## config.mk

```make
export PLATFORM = sky130hd
export DESIGN_NAME = vcr_ovc_state_ctrl
export DESIGN_NICKNAME = d
export VERILOG_FILES = /design/src/rtl/vcr_ovc_pkg.sv /design/src/rtl/vcr_ovc_state_tracker.sv /design/src/rtl/vcr_ovc_state_ctrl.sv
export SDC_FILE = /design/constraint.sdc
export NUM_CORES = 1
export LEC_CHECK = 0
export BUFFER_PORTS_ARGS = -buffer_cell sky130_fd_sc_hd__clkbuf_2
export CAP_MARGIN = 20
export CORE_MARGIN = 4
export CORE_UTILIZATION = 62
export DETAILED_ROUTE_END_ITERATION = 6
export PLACE_DENSITY = 0.87
export SYNTH_ARGS = -nofsm -noshare
export SYNTH_HDL_FRONTEND = slang
export SYNTH_HIERARCHICAL = 1
export SYNTH_SLANG_ARGS = --single-unit
```

## constraint.sdc

```tcl
create_clock -name clk -period 3.7 [get_ports clk]
set_clock_uncertainty 0.1 [all_clocks]
set_input_delay 0 -clock clk [delete_from_list [all_inputs] [get_ports clk]]
set_output_delay 0 -clock clk [all_outputs]
set_load 0.01 [all_outputs]
```

## src/rtl/vcr_ovc_pkg.sv

```systemverilog
// Shared types for the output-VC state tracker: per-OVC state encoding and credit counter width.
package vcr_ovc_pkg;

  typedef enum logic [1:0] {
    OVC_IDLE  = 2'd0,
    OVC_BUSY  = 2'd1,
    OVC_DRAIN = 2'd2
  } ovc_state_e;

  // Counter must hold 0..depth inclusive; never narrower than one bit.
  function automatic int unsigned cred_width(input int unsigned depth);
    return (depth < 2) ? 1 : $clog2(depth + 1);
  endfunction

endpackage

```

## src/rtl/vcr_ovc_state_tracker.sv

```systemverilog
// One output VC: downstream credit counter, IDLE/BUSY/DRAIN state machine and eligibility decode.
// Optional sticky misuse flag under VCR_OVC_STATE_CHECK_EN.
module vcr_ovc_state_tracker
  import vcr_ovc_pkg::*;
#(
  parameter int unsigned buffer_size          = 8,
  parameter bit          atomic_vc_allocation = 1'b1
) (
  input  logic clk,
  input  logic reset,
  input  logic gnt,
  input  logic flit_valid,
  input  logic flit_tail,
  input  logic cred_valid,
  output logic elig,
  output logic cred_avail,
  output logic empty
`ifdef VCR_OVC_STATE_CHECK_EN
  ,
  output logic error
`endif
);

  localparam int unsigned CW = cred_width(buffer_size);
  localparam logic [CW-1:0] CNT_FULL = CW'(buffer_size);

  logic [CW-1:0] cnt_q, cnt_d;
  ovc_state_e    state_q, state_d;

  // Credit count: a flit and a credit in the same cycle cancel; saturate at both ends.
  always_comb begin
    cnt_d = cnt_q;
    if (flit_valid && !cred_valid && (cnt_q != '0)) begin
      cnt_d = cnt_q - CW'(1);
    end else if (cred_valid && !flit_valid && (cnt_q != CNT_FULL)) begin
      cnt_d = cnt_q + CW'(1);
    end
  end

  // DRAIN exits as soon as the count is, or is about to become, full.
  always_comb begin
    state_d = state_q;
    case (state_q)
      OVC_IDLE: begin
        if (gnt) state_d = OVC_BUSY;
      end
      OVC_BUSY: begin
        if (flit_valid && flit_tail) begin
          state_d = atomic_vc_allocation ? OVC_DRAIN : OVC_IDLE;
        end
      end
      OVC_DRAIN: begin
        if ((cnt_q == CNT_FULL) || (cnt_d == CNT_FULL)) state_d = OVC_IDLE;
      end
      default: state_d = OVC_IDLE;
    endcase
  end

  always_ff @(posedge clk) begin
    if (reset) begin
      state_q <= OVC_IDLE;
      cnt_q   <= CNT_FULL;
    end else begin
      state_q <= state_d;
      cnt_q   <= cnt_d;
    end
  end

  assign empty      = (cnt_q == CNT_FULL);
  assign cred_avail = (cnt_q != '0);
  assign elig       = (state_q == OVC_IDLE) && (atomic_vc_allocation ? empty : cred_avail);

`ifdef VCR_OVC_STATE_CHECK_EN
  logic err_q;
  logic err_event;

  assign err_event = (flit_valid && !cred_valid && (cnt_q == '0))
                   || (cred_valid && !flit_valid && (cnt_q == CNT_FULL))
                   || (gnt && !elig)
                   || (flit_valid && (state_q != OVC_BUSY));

  always_ff @(posedge clk) begin
    if (reset) begin
      err_q <= 1'b0;
    end else if (err_event) begin
      err_q <= 1'b1;
    end
  end

  assign error = err_q;
`endif

endmodule

```

## src/rtl/vcr_ovc_state_ctrl.sv

```systemverilog
// Router output-stage OVC state tracking: one tracker per (port, VC), flattened port-major vectors.
// Optional per-OVC misuse flags under VCR_OVC_STATE_CHECK_EN.
module vcr_ovc_state_ctrl
  import vcr_ovc_pkg::*;
#(
  parameter int unsigned num_message_classes  = 2,
  parameter int unsigned num_resource_classes = 2,
  parameter int unsigned num_vcs_per_class    = 1,
  parameter int unsigned num_ports            = 5,
  parameter int unsigned buffer_size          = 8,
  parameter bit          atomic_vc_allocation = 1'b1,
  localparam int unsigned num_vcs  = num_message_classes * num_resource_classes * num_vcs_per_class,
  localparam int unsigned num_ovcs = num_ports * num_vcs
) (
  input  logic                clk,
  input  logic                reset,
  input  logic [num_ovcs-1:0] gnt_op_ovc,
  input  logic [num_ovcs-1:0] flit_valid_op_ovc,
  input  logic [num_ovcs-1:0] flit_tail_op_ovc,
  input  logic [num_ovcs-1:0] cred_valid_op_ovc,
  output logic [num_ovcs-1:0] elig_op_ovc,
  output logic [num_ovcs-1:0] cred_avail_op_ovc,
  output logic [num_ovcs-1:0] empty_op_ovc
`ifdef VCR_OVC_STATE_CHECK_EN
  ,
  output logic [num_ovcs-1:0] error_op_ovc
`endif
);

  for (genvar i = 0; i < num_ovcs; i++) begin : g_ovc
    vcr_ovc_state_tracker #(
      .buffer_size          (buffer_size),
      .atomic_vc_allocation (atomic_vc_allocation)
    ) u_tracker (
      .clk        (clk),
      .reset      (reset),
      .gnt        (gnt_op_ovc[i]),
      .flit_valid (flit_valid_op_ovc[i]),
      .flit_tail  (flit_tail_op_ovc[i]),
      .cred_valid (cred_valid_op_ovc[i]),
      .elig       (elig_op_ovc[i]),
      .cred_avail (cred_avail_op_ovc[i]),
      .empty      (empty_op_ovc[i])
`ifdef VCR_OVC_STATE_CHECK_EN
      ,
      .error      (error_op_ovc[i])
`endif
    );
  end

endmodule

```

-- Yosys cells after proc, flatten, opt, wreduce, memory -nomap -nowiden
Index checks and enable logic that the tools add are counted.
- bits in registers: 120
- bits in latches: 0
- memory bits (writable): 0
- ROM bits: 0
- input port bits: 82
- output and inout port bits: 60
- word-level logic and storage cells: 600
- memories: 0
- $add $sub $neg: 40
- multiply operators: 0
- div/mod/pow operators: 0
- $lt $le $gt $ge: 0
- eq/ne operators: 160
- shift-type cells: 0
- multiplexer cells: 120
- bitwise operators: 0
- reduce and logical (&&, ||, !) cells: 240
- operator list (kind ; number):
    4-bit equality test, second input constant ; 40
    4-bit two-way mux ; 40
    1-bit logical AND ; 120
    2-bit two-way mux ; 60
    2-bit case mux with 3 select lines ; 20
    4-bit by 1-bit adder with 4-bit output, second input constant ; 20
    2-bit by 1-bit != test with 1-bit output, second input constant ; 40
    4-bit != test, second input constant ; 20
    4-bit nonzero test ; 20
    4-bit by 1-bit subtractor with 4-bit output, second input constant ; 20
    3-bit AND reduction ; 20
    2-bit by 1-bit equality test with 1-bit output, second input constant ; 20
    2-bit equality test, second input constant ; 20
    1-bit logical NOT ; 40
    2-bit logical NOT ; 20
    2-bit != test, second input constant ; 20
    1-bit logical OR ; 20

-- Longest topological paths before layout
- depth after elaboration: 9
- gate-level depth with buffers: 8
- mapped depth without buffers: 7

-- Modules after synthesis
Netlist, hierarchy kept.
- modules (own cells, without submodules) (module ; times used ; cells each ; area an instance (um^2)):
    vcr_ovc_state_tracker (g_ovc[10].u_tracker ...) ; 19 ; 51 ; 431.7
    vcr_ovc_state_tracker (g_ovc[0].u_tracker) ; 1 ; 54 ; 451.7

-- Least setup slack after synthesis
No wires, ideal clock.
- path kind: flip-flop to flip-flop
- from: reg g_ovc[0].u_tracker.cnt_q[0]
- to: reg g_ovc[0].u_tracker.cnt_q[3]
- setup time: 120 ps
- data arrival time: 1625 ps
- data required time: 3480 ps
- slack: 1855 ps
- stages on the path, launching flop included: 8
- path through: dfxtp_1 > inv_1 > ha_1 > or3b_4 > nand3b_2 > o41ai_2 > xor2_1 > or2_1
- elaborated cells between the ends (all ways): 8
- RTL lines (what ; RTL line ; source):
    from (decl) ; vcr_ovc_state_tracker.sv:27 ; logic [CW-1:0] cnt_q, cnt_d;
    from (signal assigned) ; vcr_ovc_state_tracker.sv:65 ; cnt_q <= cnt_d;
    4-bit nonzero test ; - ;
    via cred_avail_op_ovc[0] ; vcr_ovc_state_ctrl.sv:22 ; output logic [num_ovcs-1:0] cred_avail_op_ovc,
    1-bit logical AND ; vcr_ovc_state_tracker.sv:33 ; if (flit_valid && !cred_valid && (cnt_q != '0)) begin
    4-bit two-way mux ; vcr_ovc_state_tracker.sv:33 ;
The timed path passes the listed nets, and every way through them passes these cells.
A chain may end at the register's enable or synchronous reset.

-- Worst setup path in the final report
- from: reg g_ovc[0].u_tracker.cnt_q[0]
- to: reg g_ovc[0].u_tracker.state_q[1]
- word-level cells in the longest chain between the ends: 8
- elaborated cells between the ends (all ways): 13
- ends and longest elaborated chain (what ; RTL line ; source):
    parallel branches: the longest is 5 deep, another holds 4-bit by 1-bit adder with 4-bit output ; - ;
    1-bit logical OR (*) ; vcr_ovc_state_tracker.sv:53 ; if ((cnt_q == CNT_FULL) || (cnt_d == CNT_FULL)) state_d = OVC_IDLE;
    2-bit by 1-bit != test with 1-bit output (no line) (*) ; - ;
    3-bit AND reduction (no line) (*) ; - ;
    to (signal assigned) ; vcr_ovc_state_tracker.sv:64 ; state_q <= state_d;
    to (decl) ; vcr_ovc_state_tracker.sv:28 ; ovc_state_e state_q, state_d;
Mark *: on every way between the ends.

==> results.sh <==
export IMPL_setup_viol=0
export IMPL_seq_power_share_pct=28.9
export IMPL_drcViolationCount=0
export IMPL_drt_pass1_iterations=7
export IMPL_p_clk_share_pct=23.4
export IMPL_ys_seq_area_share_pct=27.76
export IMPL_yosysWarnings=6
export IMPL_wl_um=26310
export IMPL_antenna_found_initial=1
export IMPL_cp_required_ns=3.90
export IMPL_start_util_pct=64.32
export IMPL_drive_gt1_share_pct=18.77
export IMPL_rrSetupSlack_ns=0.97
export IMPL_core_region_area_mm2=0.01345
export IMPL_synth_area_leaders="dfxtp_1 (28%), nand2_1 (6.0%), ha_1 (5.8%)"
export IMPL_ir_drop_uv=449.3
export IMPL_cp_slowest_cell="dlygate4sd3_1"
export IMPL_slew_limit_headroom_pct=36.67
export IMPL_hold_violations=0
export IMPL_post_cts_resized=0
export IMPL_synth_largest_area_cell="dfxtp_1"
export IMPL_path_cells="inv_1 -> ha_1 -> or3b_4 -> nand3b_2 -> o41ai_2 -> xor2_1 -> a31oi_1 -> dlygate4sd3_1"
export IMPL_clk_pin_slew_ns=0.05
export IMPL_ios=142
export IMPL_cts_sinks=120
export IMPL_crit_path_max_fanout=6
export IMPL_synth_nets=1145
export IMPL_end_kind="flip-flop"
export IMPL_timing_rr_start="g_ovc[0].u_tracker/cnt_q[0]$_SDFF_PP0_"
export IMPL_tightest_slew_ns=0.9500
export IMPL_drv_slew=0
export IMPL_hold_class="in -> reg"
export IMPL_post_drt_wl_per_cell_um=17.56
export IMPL_min_period_ns=2.728
export IMPL_synth_async_reset_ratio_pct=0
export IMPL_ctsHtreeMaxLevel=4
export IMPL_avgSynthCellArea_um2=8.459
export IMPL_start_kind="flip-flop"
export IMPL_worstPathArrival_ns=2.93
export IMPL_grt_pass1_vias=9434
export IMPL_cts_tree="done"
export IMPL_cp_startpoint="g_ovc[0].u_tracker/cnt_q[0]$_SDFF_PP0_"
export IMPL_globalRouteTotalUtil_pct=32.90
export IMPL_final_setup_tns_ns=0
export IMPL_grt_pass1_wl_um=44500
export IMPL_status="completed"
export IMPL_dp_hpwl_um=13680
export IMPL_fin_nets=1432
export IMPL_max_freq_ghz=0.3665
export IMPL_comb_power_share_pct=47.7
export IMPL_clock_latency_ns=0.41
export IMPL_reg2reg_depth=8
export IMPL_vias=9401
export IMPL_leakagePower_nw=4.617
export IMPL_power_density_mw_per_mm2=591.2
export IMPL_grt_max_degree=90
export IMPL_numCtsBuffers=17
export IMPL_synth_top_flop_cell="dfxtp_1"
export IMPL_switchingPower_mw=2.746
export IMPL_slowest_delay_ns=0.56
export IMPL_ys_ff_latch=120
export IMPL_hold_depth=3
export IMPL_rsz0062_at_grt="no"
export IMPL_grt_overflow_total=0
export IMPL_cts_path_max_buffers=2
export IMPL_via_per_inst=6.276
export IMPL_worstSetupPathType="reg -> reg"
export IMPL_die_area_mm2=0.01591
export IMPL_num_rows=42
export IMPL_p_int_mw=4.058
export IMPL_portBuffers=141
export IMPL_regArea_mm2=0.002402
export IMPL_placed_area_mm2=0.009483
export IMPL_die_h_um=126.1
export IMPL_synth_distinct_cells=44
export IMPL_synth_top_area_share_pct=27.76
export IMPL_syn_cell_area_mm2=0.008653
export IMPL_gp_congestion=0.8649
export IMPL_swShare_pct=40.36
export IMPL_fin_area_mm2=0.01151
export IMPL_nFillCells=726
export IMPL_max_cap_violations=0
export IMPL_cts_root_buf="clkbuf_16"
export IMPL_multi_input_area_mm2=0.005923
export IMPL_synth_edf_count=0
export IMPL_ant_nets=0
export IMPL_rr_endpoint="g_ovc[0].u_tracker/state_q[1]$_SDFFE_PP0P_"
export IMPL_finalCritPeriodShare_pct=73.73
export IMPL_synthCells=1023
export IMPL_die_x_um=126.1
export IMPL_areaGrowthSynthToFinish_pct=33.00
export IMPL_crit_end="g_ovc[0].u_tracker/state_q[1]$_SDFFE_PP0P_"
export IMPL_drt_iter0_markers=688
-- final cells by class --
type,instances,area share [%]
inverter,59,1.924
clock inverter,2,0.3044
sequential,120,20.87
clock buffer,28,4.577
multi-input combinational,824,51.47
tap,176,1.913
antenna,1,0.02174
timing repair buffer,288,18.92
-- power by group through the flow --
| stage | logic [mW] | registers (mW) | clock network, mW |
|---|---|---|---|
| global route | 3.57 | 2.01 | 1.68 |
| CTS | 3.10 | 1.93 | 1.60 |
| floorplan | 2.18 | 1.87 | 0 |
| finish | 3.25 | 1.96 | 1.60 |
| global placement | 2.76 | 1.94 | 0 |
| detailed placement | 2.86 | 1.96 | 0 |
-- how the worst min path moves through the flow --
stage                                                        endpoint  slack, ns                 start
after floorplan                g_ovc[0].u_tracker/cnt_q[1]$_SDFF_PP0_      -0.03                 reset
after global placement    g_ovc[18].u_tracker/state_q[0]$_SDFFE_PP0P_       0.19        gnt_op_ovc[18]
after detailed placement  g_ovc[18].u_tracker/state_q[0]$_SDFFE_PP0P_       0.20        gnt_op_ovc[18]
after CTS                      g_ovc[1].u_tracker/cnt_q[1]$_SDFF_PP0_      0.002  cred_valid_op_ovc[1]
after global routing           g_ovc[1].u_tracker/cnt_q[1]$_SDFF_PP0_       0.07  cred_valid_op_ovc[1]
final                          g_ovc[1].u_tracker/cnt_q[1]$_SDFF_PP0_       0.05  cred_valid_op_ovc[1]
-- layer usage --
layer / vias to the layer above / routed length (µm) / part of all wire (%) / GRT usage [%]
met2: 438 / 13360 / 51 / 58.69
met5: - / 0 / 0 / 0
li1: 4419 / - / - / -
met3: 106 / 1649 / 6.3 / 6.266
met4: 0 / 1055 / 4.0 / 17.22
met1: 4438 / 10240 / 39 / 37.09
-- synthesized netlist by cell type (19+ instances only) --
library cell    n
a21oi_1        60
a311oi_1       20
a32o_1         19
a41oi_2        19
buf_2          19
dfxtp_1       120
ha_1           40
inv_1          59
mux2i_1        20
nand2_1       138
nand2b_1       39
nand3_1        20
nand3b_1       57
nand3b_4       19
nand4b_1       19
nand4bb_1      19
nor2_1         63
nor3_1         40
o211ai_1       19
o21ai_0        40
o22ai_1        19
o311ai_0       38
or2_2          19
or2b_1         20
or3b_4         20
or4_1          19
xnor2_1        20
-- cells by family after synthesis --
| family | synth area share (%) |
|---|---|
| and+or+nand+nor | 37.38 |
| AOI/OAI and AO/OA | 20.85 |
| DFF | 27.76 |
| buffers and inverters | 3.788 |
| adders and majority gates | 5.784 |
| xor gates and xnor gates | 2.126 |
| muxes | 2.313 |
-- what timing repair did --
item,in CTS,in global routing
endpoints found under the hold margin,78,0
hold buffers,146,0
endpoints found under the setup margin,0,0
buffers inserted,0,0
-- registers in the layout (all words and copies together), names as in the netlist --
signal / cells
g_ovc.u_tracker/cnt_q: 80
g_ovc.u_tracker/state_q: 40
-- through the flow --
step | setup slack, ns | hold WS (ns) | cells | utilization [%] | power, mW
6_report | 0.9718 | 0.04617 | 1498 | 85.55 | 6.804
5_1_grt | 0.8640 | 0.07341 | 1498 | 85.55 | 7.258
4_1_cts | 1.208 | 0.002486 | 1497 | 85.53 | 6.632
3_5_place_dp | 1.722 | 0.1969 | 1321 | 70.49 | 4.817
3_3_place_gp | 1.810 | 0.1858 | 1321 | 70.49 | 4.700
2_1_floorplan | 1.855 | -0.02786 | 1023 | - | 4.047
-- placed cells by master (no fill, tap or decap), drive strengths merged, types with 20 or more instances in the layout --
| cell type | n |
|---|---|
| a311oi | 20 |
| ha | 40 |
| or2 | 21 |
| nand2 | 138 |
| nand3b | 77 |
| inv | 59 |
| o311ai | 38 |
| a21oi | 60 |
| dfxtp | 120 |
| nand3 | 20 |
| dlygate4sd3 | 146 |
| clkbuf | 168 |
| or3b | 21 |
| nor3 | 40 |
| mux2i | 20 |
| o21ai | 41 |
| nand2b | 39 |
| or2b | 20 |
| xnor2 | 20 |
| nor2 | 63 |
-- critical path, delay by kind of cell, from the launching register on --
kind                       cells  cell delay [ns]
DFF                            1             0.49
xor gates and xnor gates       1             0.26
buffers and inverters          2             0.69
adders and majority gates      1             0.25
and+or+nand+nor                2             0.42
AOI/OAI and AO/OA              2             0.40
Note: power is estimated with default switching activity, not from simulation.
